**src/rtl/viterbi_pkg.sv**
```systemverilog
// ==== viterbi_pkg: shared 8-state rate-1/2 Viterbi definitions | rev 1.0 ====
`default_nettype none

package viterbi_pkg;

  localparam int NUM_STATES = 8;
  localparam int BM_W       = 2;

  typedef logic [BM_W-1:0] bm_t;

  typedef enum logic [0:0] {
    IDLE = 1'b0,
    RUN  = 1'b1
  } fsm_state_t;

  // Predecessor of state j when the shifted-out bit was b.
  function automatic logic [2:0] pred(input logic [2:0] j, input logic b);
    return {j[1:0], b};
  endfunction

endpackage

`default_nettype wire

```
**src/rtl/acs_unit.sv**
```systemverilog
// ==== acs_unit: saturating add, compare, select for one trellis state | rev 1.0 ====
`default_nettype none

module acs_unit
  import viterbi_pkg::*;
#(
  parameter int PM_W = 8
) (
  input  logic [PM_W-1:0] pm0,
  input  logic [PM_W-1:0] pm1,
  input  logic [BM_W-1:0] bm0,
  input  logic [BM_W-1:0] bm1,
  output logic [PM_W-1:0] pm_sel,
  output logic            dec
);

  logic [PM_W:0]   w_sum0;
  logic [PM_W:0]   w_sum1;
  logic [PM_W-1:0] w_c0;
  logic [PM_W-1:0] w_c1;

  assign w_sum0 = {1'b0, pm0} + {{(PM_W-1){1'b0}}, bm0};
  assign w_sum1 = {1'b0, pm1} + {{(PM_W-1){1'b0}}, bm1};

  assign w_c0 = w_sum0[PM_W] ? {PM_W{1'b1}} : w_sum0[PM_W-1:0];
  assign w_c1 = w_sum1[PM_W] ? {PM_W{1'b1}} : w_sum1[PM_W-1:0];

  // Ties go to the even predecessor.
  assign dec    = (w_c1 < w_c0);
  assign pm_sel = dec ? w_c1 : w_c0;

endmodule

`default_nettype wire

```
**src/rtl/acs_path_metric_unit.sv**
```systemverilog
// ==== acs_path_metric_unit: 8-state ACS with metric registers, normalization and frame FSM | rev 1.0 ====
`default_nettype none

module acs_path_metric_unit
  import viterbi_pkg::*;
#(
  parameter int PM_W      = 8,
  parameter int PM_INIT   = 15,
  parameter int FRAME_LEN = 64
) (
  input  logic            clk,
  input  logic            rst,
  input  logic            start,
  input  logic            in_valid,
  input  logic [31:0]     bm_in,
  output logic [7:0]      dec_out,
  output logic            dec_valid,
  output logic            dec_last,
  output logic [2:0]      best_state,
  output logic [PM_W-1:0] best_metric,
  output logic            busy
);

  localparam int              CNT_W     = (FRAME_LEN > 1) ? $clog2(FRAME_LEN) : 1;
  localparam logic [CNT_W-1:0] C_LAST    = CNT_W'(FRAME_LEN - 1);
  localparam logic [PM_W-1:0]  C_HALF    = {1'b1, {(PM_W-1){1'b0}}};
  localparam logic [PM_W-1:0]  C_PM_INIT = PM_W'(PM_INIT);

  fsm_state_t       r_state;
  fsm_state_t       w_next_state;
  logic [CNT_W-1:0] r_cnt;
  logic [CNT_W-1:0] w_next_cnt;

  logic [PM_W-1:0]  r_pm   [NUM_STATES];
  logic [PM_W-1:0]  w_src  [NUM_STATES];
  logic [PM_W-1:0]  w_sel  [NUM_STATES];
  logic [PM_W-1:0]  w_norm [NUM_STATES];
  logic [7:0]       w_dec;
  logic             w_all_hi;
  logic [2:0]       w_best_state;
  logic [PM_W-1:0]  w_best_metric;
  logic             w_accept;
  logic             w_last;

  assign w_accept = in_valid && (start || (r_state == RUN));
  assign w_last   = in_valid && !start && (r_state == RUN) && (r_cnt == C_LAST);
  assign busy     = (r_state == RUN);

  // A start symbol runs the ACS from the init vector rather than the registers.
  always_comb begin
    for (int i = 0; i < NUM_STATES; i++) begin
      w_src[i] = start ? ((i == 0) ? '0 : C_PM_INIT) : r_pm[i];
    end
  end

  for (genvar j = 0; j < NUM_STATES; j++) begin : g_acs
    localparam int P0 = int'(pred(3'(j), 1'b0));
    localparam int P1 = int'(pred(3'(j), 1'b1));
    localparam int B  = j / 4;

    acs_unit #(
      .PM_W (PM_W)
    ) u_acs (
      .pm0    (w_src[P0]),
      .pm1    (w_src[P1]),
      .bm0    (bm_in[4*P0 + 2*B +: BM_W]),
      .bm1    (bm_in[4*P1 + 2*B +: BM_W]),
      .pm_sel (w_sel[j]),
      .dec    (w_dec[j])
    );
  end

  always_comb begin
    w_all_hi = 1'b1;
    for (int j = 0; j < NUM_STATES; j++) begin
      w_all_hi = w_all_hi & w_sel[j][PM_W-1];
    end
    for (int j = 0; j < NUM_STATES; j++) begin
      w_norm[j] = w_all_hi ? (w_sel[j] - C_HALF) : w_sel[j];
    end
    // Strict compare keeps the lowest index on ties.
    w_best_state  = '0;
    w_best_metric = w_norm[0];
    for (int j = 1; j < NUM_STATES; j++) begin
      if (w_norm[j] < w_best_metric) begin
        w_best_metric = w_norm[j];
        w_best_state  = 3'(j);
      end
    end
  end

  always_comb begin
    w_next_state = r_state;
    w_next_cnt   = r_cnt;
    if (in_valid) begin
      if (start) begin
        w_next_state = RUN;
        w_next_cnt   = CNT_W'(1);
      end else if (r_state == RUN) begin
        if (r_cnt == C_LAST) begin
          w_next_state = IDLE;
          w_next_cnt   = '0;
        end else begin
          w_next_cnt   = r_cnt + CNT_W'(1);
        end
      end
    end
  end

  always_ff @(posedge clk or negedge rst) begin
    if (!rst) begin
      r_state <= IDLE;
      r_cnt   <= '0;
    end else begin
      r_state <= w_next_state;
      r_cnt   <= w_next_cnt;
    end
  end

  always_ff @(posedge clk or negedge rst) begin
    if (!rst) begin
      for (int i = 0; i < NUM_STATES; i++) begin
        r_pm[i] <= (i == 0) ? '0 : C_PM_INIT;
      end
      dec_out     <= '0;
      dec_valid   <= 1'b0;
      dec_last    <= 1'b0;
      best_state  <= '0;
      best_metric <= '0;
    end else begin
      dec_valid <= w_accept;
      dec_last  <= w_last;
      if (w_accept) begin
        for (int i = 0; i < NUM_STATES; i++) begin
          r_pm[i] <= w_norm[i];
        end
        dec_out     <= w_dec;
        best_state  <= w_best_state;
        best_metric <= w_best_metric;
      end
    end
  end

endmodule

`default_nettype wire

```
**config.mk**
```make
export PLATFORM = sky130hd
export DESIGN_NAME = acs_path_metric_unit
export DESIGN_NICKNAME = d
export VERILOG_FILES = /design/src/rtl/viterbi_pkg.sv /design/src/rtl/acs_unit.sv /design/src/rtl/acs_path_metric_unit.sv
export SDC_FILE = /design/constraint.sdc
export NUM_CORES = 1
export LEC_CHECK = 0
export BUFFER_PORTS_ARGS = -buffer_cell sky130_fd_sc_hd__clkbuf_2
export CORE_MARGIN = 2
export CORE_UTILIZATION = 24
export CTS_CLUSTER_SIZE = 24
export DETAILED_ROUTE_END_ITERATION = 8
export PLACE_DENSITY = 0.45
export SLEW_MARGIN = 20
export SYNTH_ARGS = -nofsm -noshare
export SYNTH_HDL_FRONTEND = slang
export SYNTH_SLANG_ARGS = --single-unit
```
**constraint.sdc**
```tcl
create_clock -name clk -period 16.3 [get_ports clk]
set_clock_uncertainty 0.15 [all_clocks]
set_input_delay 0.815 -clock clk [delete_from_list [all_inputs] [get_ports clk]]
set_output_delay 0.815 -clock clk [all_outputs]
set_load 0.005 [all_outputs]
```
After elaboration in Yosys (flattened, before gate mapping). Index checks and enable logic that the tools add are counted.

Logic and storage cells: 131. Bits in registers: 92. Input port bits: 36.

Add/sub/neg operators: 25. Muxes and demuxes: 60. Order comparisons: 15. Bitwise operators: 7. Equality and inequality tests: 1. Reductions and logical operators: 8.

Operators by type and width (number): 8-bit 2-to-1 mux (47); 8-bit by 2-bit adder with 9-bit output (16); 8-bit less-than comparator (15); 8-bit subtractor (second input constant) (8); 6-bit 2-to-1 mux (3); 3-bit 2-to-1 mux (4); 1-bit AND (7); 6-bit by 1-bit adder with 6-bit output (second input constant) (1); 6-bit == test (second input constant) (1); 1-bit logical AND (4); 1-bit 2-to-1 mux (4); 2-bit 2-to-1 mux (2); 2-bit AND reduction (1); 2-bit nonzero test (1); 1-bit zero test (1); 1-bit logical OR (1).

Depth between registers and ports, before layout.
Word-level depth: 27. Depth in mapped cells: 100. Mapped depth without buffers: 83.

Modules after synthesis. A second synthesis with hierarchy kept.

Cell total of the unflattened synthesis: 1635. Area, all modules: 12419.4 sq um.

Modules (own cells, without submodules): acs_path_metric_unit (area each 6510.0 sq um, seq. area each 2337.2 sq um, times used 1, cells each 810); acs_unit (g_acs[0].u_acs ...) (area each 723.2 sq um, seq. area each 0.0 sq um, times used 5, cells each 103); acs_unit (g_acs[2].u_acs ...) (area each 760.7 sq um, seq. area each 0.0 sq um, times used 2, cells each 103); acs_unit (g_acs[1].u_acs) (area each 772.0 sq um, seq. area each 0.0 sq um, times used 1, cells each 104).

Worst setup path before layout. OpenSTA, ideal clock, no wires.

Path type: input port to flip-flop. From: input start. To: register best_metric[0]. Setup slack: -1.632 ns. Data arrival time: 17.663 ns. Cell stages on the path: 93. Required time: 16.031 ns. Cells stage by stage: buf_6 buf_6 buf_2 clkbuf_1 clkbuf_1 buf_1 clkbuf_1 clkbuf_1 clkbuf_1 clkbuf_1 or2_2 ha_1 a21oi_1 nor2_1 and3_1 xor2_1 a21boi_0 inv_1 (+57 left out) a21oi_1 nor2b_1 o21ai_0 nand2_1 nor2_1 a31oi_2 mux2i_1 ha_1 a21oi_1 nor2b_1 o21ai_0 nand2b_1 nor4_1 a21o_1 a31o_2 buf_2 o31ai_1 o21a_1.

Cells in the longest elaborated chain, start to end: 27. Elaborated cells on any way between the ends: 95. Those cells by class: add/sub (24); order compare (15); mux (47); bitwise (7); reduce/logical (2).

RTL lines: start, declared (line acs_path_metric_unit.sv:13) `input logic start,`; 8-bit 2-to-1 mux (line acs_path_metric_unit.sv:52) `w_src[i] = start ? ((i == 0) ? '0 : C_PM_INIT) : r_pm[i];`; 8-bit by 2-bit adder with 9-bit output, on equally long branches (line acs_unit.sv:23, acs_unit.sv:22); 8-bit 2-to-1 mux, on equally long branches (line acs_unit.sv:26, acs_unit.sv:25); 8-bit less-than comparator (line acs_unit.sv:29) `assign dec = (w_c1 < w_c0);`; 8-bit 2-to-1 mux (line acs_unit.sv:30) `assign pm_sel = dec ? w_c1 : w_c0;`; 1-bit AND (7 in a row) (line acs_path_metric_unit.sv:76) `w_all_hi = w_all_hi & w_sel[j][PM_W-1];`; 8-bit 2-to-1 mux (line acs_path_metric_unit.sv:79) `w_norm[j] = w_all_hi ? (w_sel[j] - C_HALF) : w_sel[j];`; 8-bit less-than comparator (line acs_path_metric_unit.sv:85) `if (w_norm[j] < w_best_metric) begin`; (+5 left out); 8-bit less-than comparator (line acs_path_metric_unit.sv:85); 8-bit 2-to-1 mux (line acs_path_metric_unit.sv:85); 8-bit less-than comparator (line acs_path_metric_unit.sv:85); 8-bit 2-to-1 mux (line acs_path_metric_unit.sv:85); 8-bit less-than comparator (line acs_path_metric_unit.sv:85); 8-bit 2-to-1 mux (line acs_path_metric_unit.sv:85); 8-bit less-than comparator (line acs_path_metric_unit.sv:85); 8-bit 2-to-1 mux (line acs_path_metric_unit.sv:85); end signal, assigned (line acs_path_metric_unit.sv:139) `best_metric <= w_best_metric;`; end, declared (line acs_path_metric_unit.sv:20) `output logic [PM_W-1:0] best_metric,`.

Parallel ways exist; a longest one is shown, timed or not. A chain may end at the register's enable or synchronous reset.

Worst setup path in the final report.
From: input start. To: register best_metric[3].

Same word-level chain as after synthesis.

==> reports/metrics.yaml <==
status:
  status: "finished clean"
routing:
  num_vias: 11600
  dr.pass1.iters: 5
  vias_per_cell: 4.96
  wl_microns: 41100
  routedWlPerCell_microns: 17.6
  drc: 0
  ant_nets: 0
  drtIter0Drc: 721
timing:
  fin_setup_tns_ns: 0
  worst_slew_pin_slew_ns: 0.979
  setup_ws_ns: 0.848
  report.final.hold_viol_count: 0
  finalCriticalPeriod_ns: 15.45
  slew_viol_final: 0
  relSlewSlack: 0.340
  clock.fmax_mhz: 64.7
  period_share: 0.948
  finalSetupViolCount: 0
synth:
  synth_compound_area_frac: 0.210
  ys_types: 102
  synth_top_cell_area_share: 0.136
  synth_top_family_by_area: "simple AND/OR/NAND/NOR gates"
  synth_area_leader_cell: "ha_1"
  synth.net_count: 1755
  ys_seq_area_frac: 0.196
  yosysWarnings: 0
  avgSynthCellArea_sq_um: 7.59
  synth_xor_area_frac: 0.0424
  ys.flop_type: "dfrtp_1"
  yosys.area_share.simple: 0.265
  synth_edf_count: 0
  yosys.cell_count.top_type: "nand2_1"
  synth_area_sq_um: 11900
  synth-adder-area-share: 0.166
  synth_commonest_cells: "nand2_1, nor2_1, ha_1"
  synthTopCellsByArea: "ha_1, dfrtp_1, nand2_1, dfstp_2, o21ai_0"
  synthCells: 1573
  synth_seq_cells: 92
  synthMuxAreaShare: 0.0632
  synthArstFlopShare: 1.00
layout:
  synthToLayoutAreaGrowth_pct: 17.7
  fin_nets: 1842
  drive_above_1_share: 0.197
  fill_cells: 5345
  diodes: 0
  finalCoreUtilization: 0.287
worst_setup_path:
  cp-start-kind: "input pin"
  critPathKind: "input pin to flip-flop"
  arrival_ns: 15.56
  crit_family: "compound AO/OA/AOI/OAI gates"
  cp.required_ns: 16.41
  reg2reg_slack_ns: 1.10
  timing.rr.start: "r_pm[56]$_DFFE_PN0P_"
  worstReg2RegEnd: "best_metric[3]$_DFFE_PN0P_"
  crit_path_frequent_cell: "ha_1"
  cp_max_fo: 24
  crit_slowest_cell: "o41a_1"
  path_buf_inv: 8
  reg2reg_depth: 74
  critPathMaxStageDelay_ns: 0.47
  end_kind: "flip-flop"
global_route:
  antenna_found_initial: 0
  grt_pass1_wl_microns: 64500
  grt_pass1_vias: 11300
  overflow: 0
  grt_use_total: 0.162
  grt_max_degree: 70
clock_tree:
  cts-root-buf: "clkbuf_16"
  hold_buffers: 0
  h-tree-depth: 3
  clock_latency_ns: 0.39
  clk_pin_slew_ns: 0.08
  cts_tree: "built"
  cts-buffers-inserted: 9
  cts.sinks: 92
  cts_buffer_depth: 2
place:
  dp_hpwl_microns: 33200
  portBuffers: 57
  pre_cts_ws_ns: -0.476
  place.gp.congestion: 0.867
floorplanning:
  fp.coreArea_sq_um: 49100
  initial_utilization: 0.243
  num_rows: 81
  io_pins: 58
  fp.dieH_microns: 227
  die_area_sq_um: 51600
  fp.dieW_microns: 227
worst_hold_path:
  min_path_type: "input pin to async pin"
run:
  drv_cap: 0
## worst max-delay path by stage
stage          start                    endpoint  slack (ns)  depth (start not counted)
4_1_cts        start  best_metric[3]$_DFFE_PN0P_       0.007                         73
5_1_grt        start  best_metric[1]$_DFFE_PN0P_       -0.10                         84
2_1_floorplan  start  best_metric[0]$_DFFE_PN0P_       0.001                         93
3_3_place_gp   start  best_metric[3]$_DFFE_PN0P_       -0.13                         76
3_5_place_dp   start  best_metric[3]$_DFFE_PN0P_       -0.48                         75
6_report       start  best_metric[3]$_DFFE_PN0P_        0.85                         75
## per-layer routing
layer  global-route usage  vias to the layer above  part of all wire
li1                     -                     5800                 -
met1                0.220                     5530              0.48
met2                0.273                      199              0.47
met3               0.0210                       27             0.037
met4               0.0386                        0             0.016
met5                    0                        -                 0
## stage by stage
stage                     area (sq um)  hold slack [ns]  cells
after floorplan                  12200            0.285   1573
after global placement           13400            0.295   2292
after detailed placement         13400            0.296   2292
after CTS                        13700            0.313   2308
after global routing             14100            0.338   2329
final                            14100            0.296   2329
## worst register-to-register path, delay by kind of cell, from the launching register on
family	cells	cell delay [ns]
compound gates	28	5.42
simple gates	24	4.19
fa+ha+maj	10	2.75
mux	4	1.25
buf+inv	8	0.96
flops	1	0.39
## cells by family after synthesis
logic type,count (synthesis)
and+or+nand+nor,648
AOI/OAI and AO/OA,396
buffers and inverters,160
adders and majority gates,150
DFF,92
muxes,70
xor gates and xnor gates,57
## sequential cells by signal, indices dropped and copies added (netlist names)
register and flops:
dec_valid 1, busy 1, best_state 3, r_cnt 6
best_metric 8, r_pm 64, dec_out 8, dec_last 1
## cells in the final DEF (no fill, tap or decap), drive strengths merged, types with 9 or more instances in the layout
cell type    n
and2        13
buf         80
ha         130
nor2       160
o211ai       9
nand3       41
clkbuf      65
o22ai       14
mux2i       46
nor4        17
dfrtp       64
o21ai      129
nand2      234
nor2b       16
nand2b      23
nor3        40
o31ai       12
a21oi      112
and3        23
xnor2       34
mux2        24
a31oi       17
nand4       22
dfstp       28
o21a        12
or2         20
xor2        23
fa          16
a211oi      13
a21o        27
inv        100
## final cells by class
class,count,area [sq um],share of cell area
multi-input cells,1324,9310,0.663
well taps,664,831,0.0591
inverters,98,369,0.0263
clock buffers,10,239,0.0170
clock inverters,6,75.1,0.00534
flip-flops and latches,92,2340,0.166
repair buffers,135,892,0.0635
## timing repair
action                                  in CTS  in global routing
resized for setup                            1                 48
endpoints found under the setup margin       7                 11
setup buffers                                0                 18
gates cloned                                 0                  3
pin swaps                                    0                 18
Power is left out: the tool's default activity adds up to more than one toggle a clock period on the data nets, which glitch-free logic cannot reach.
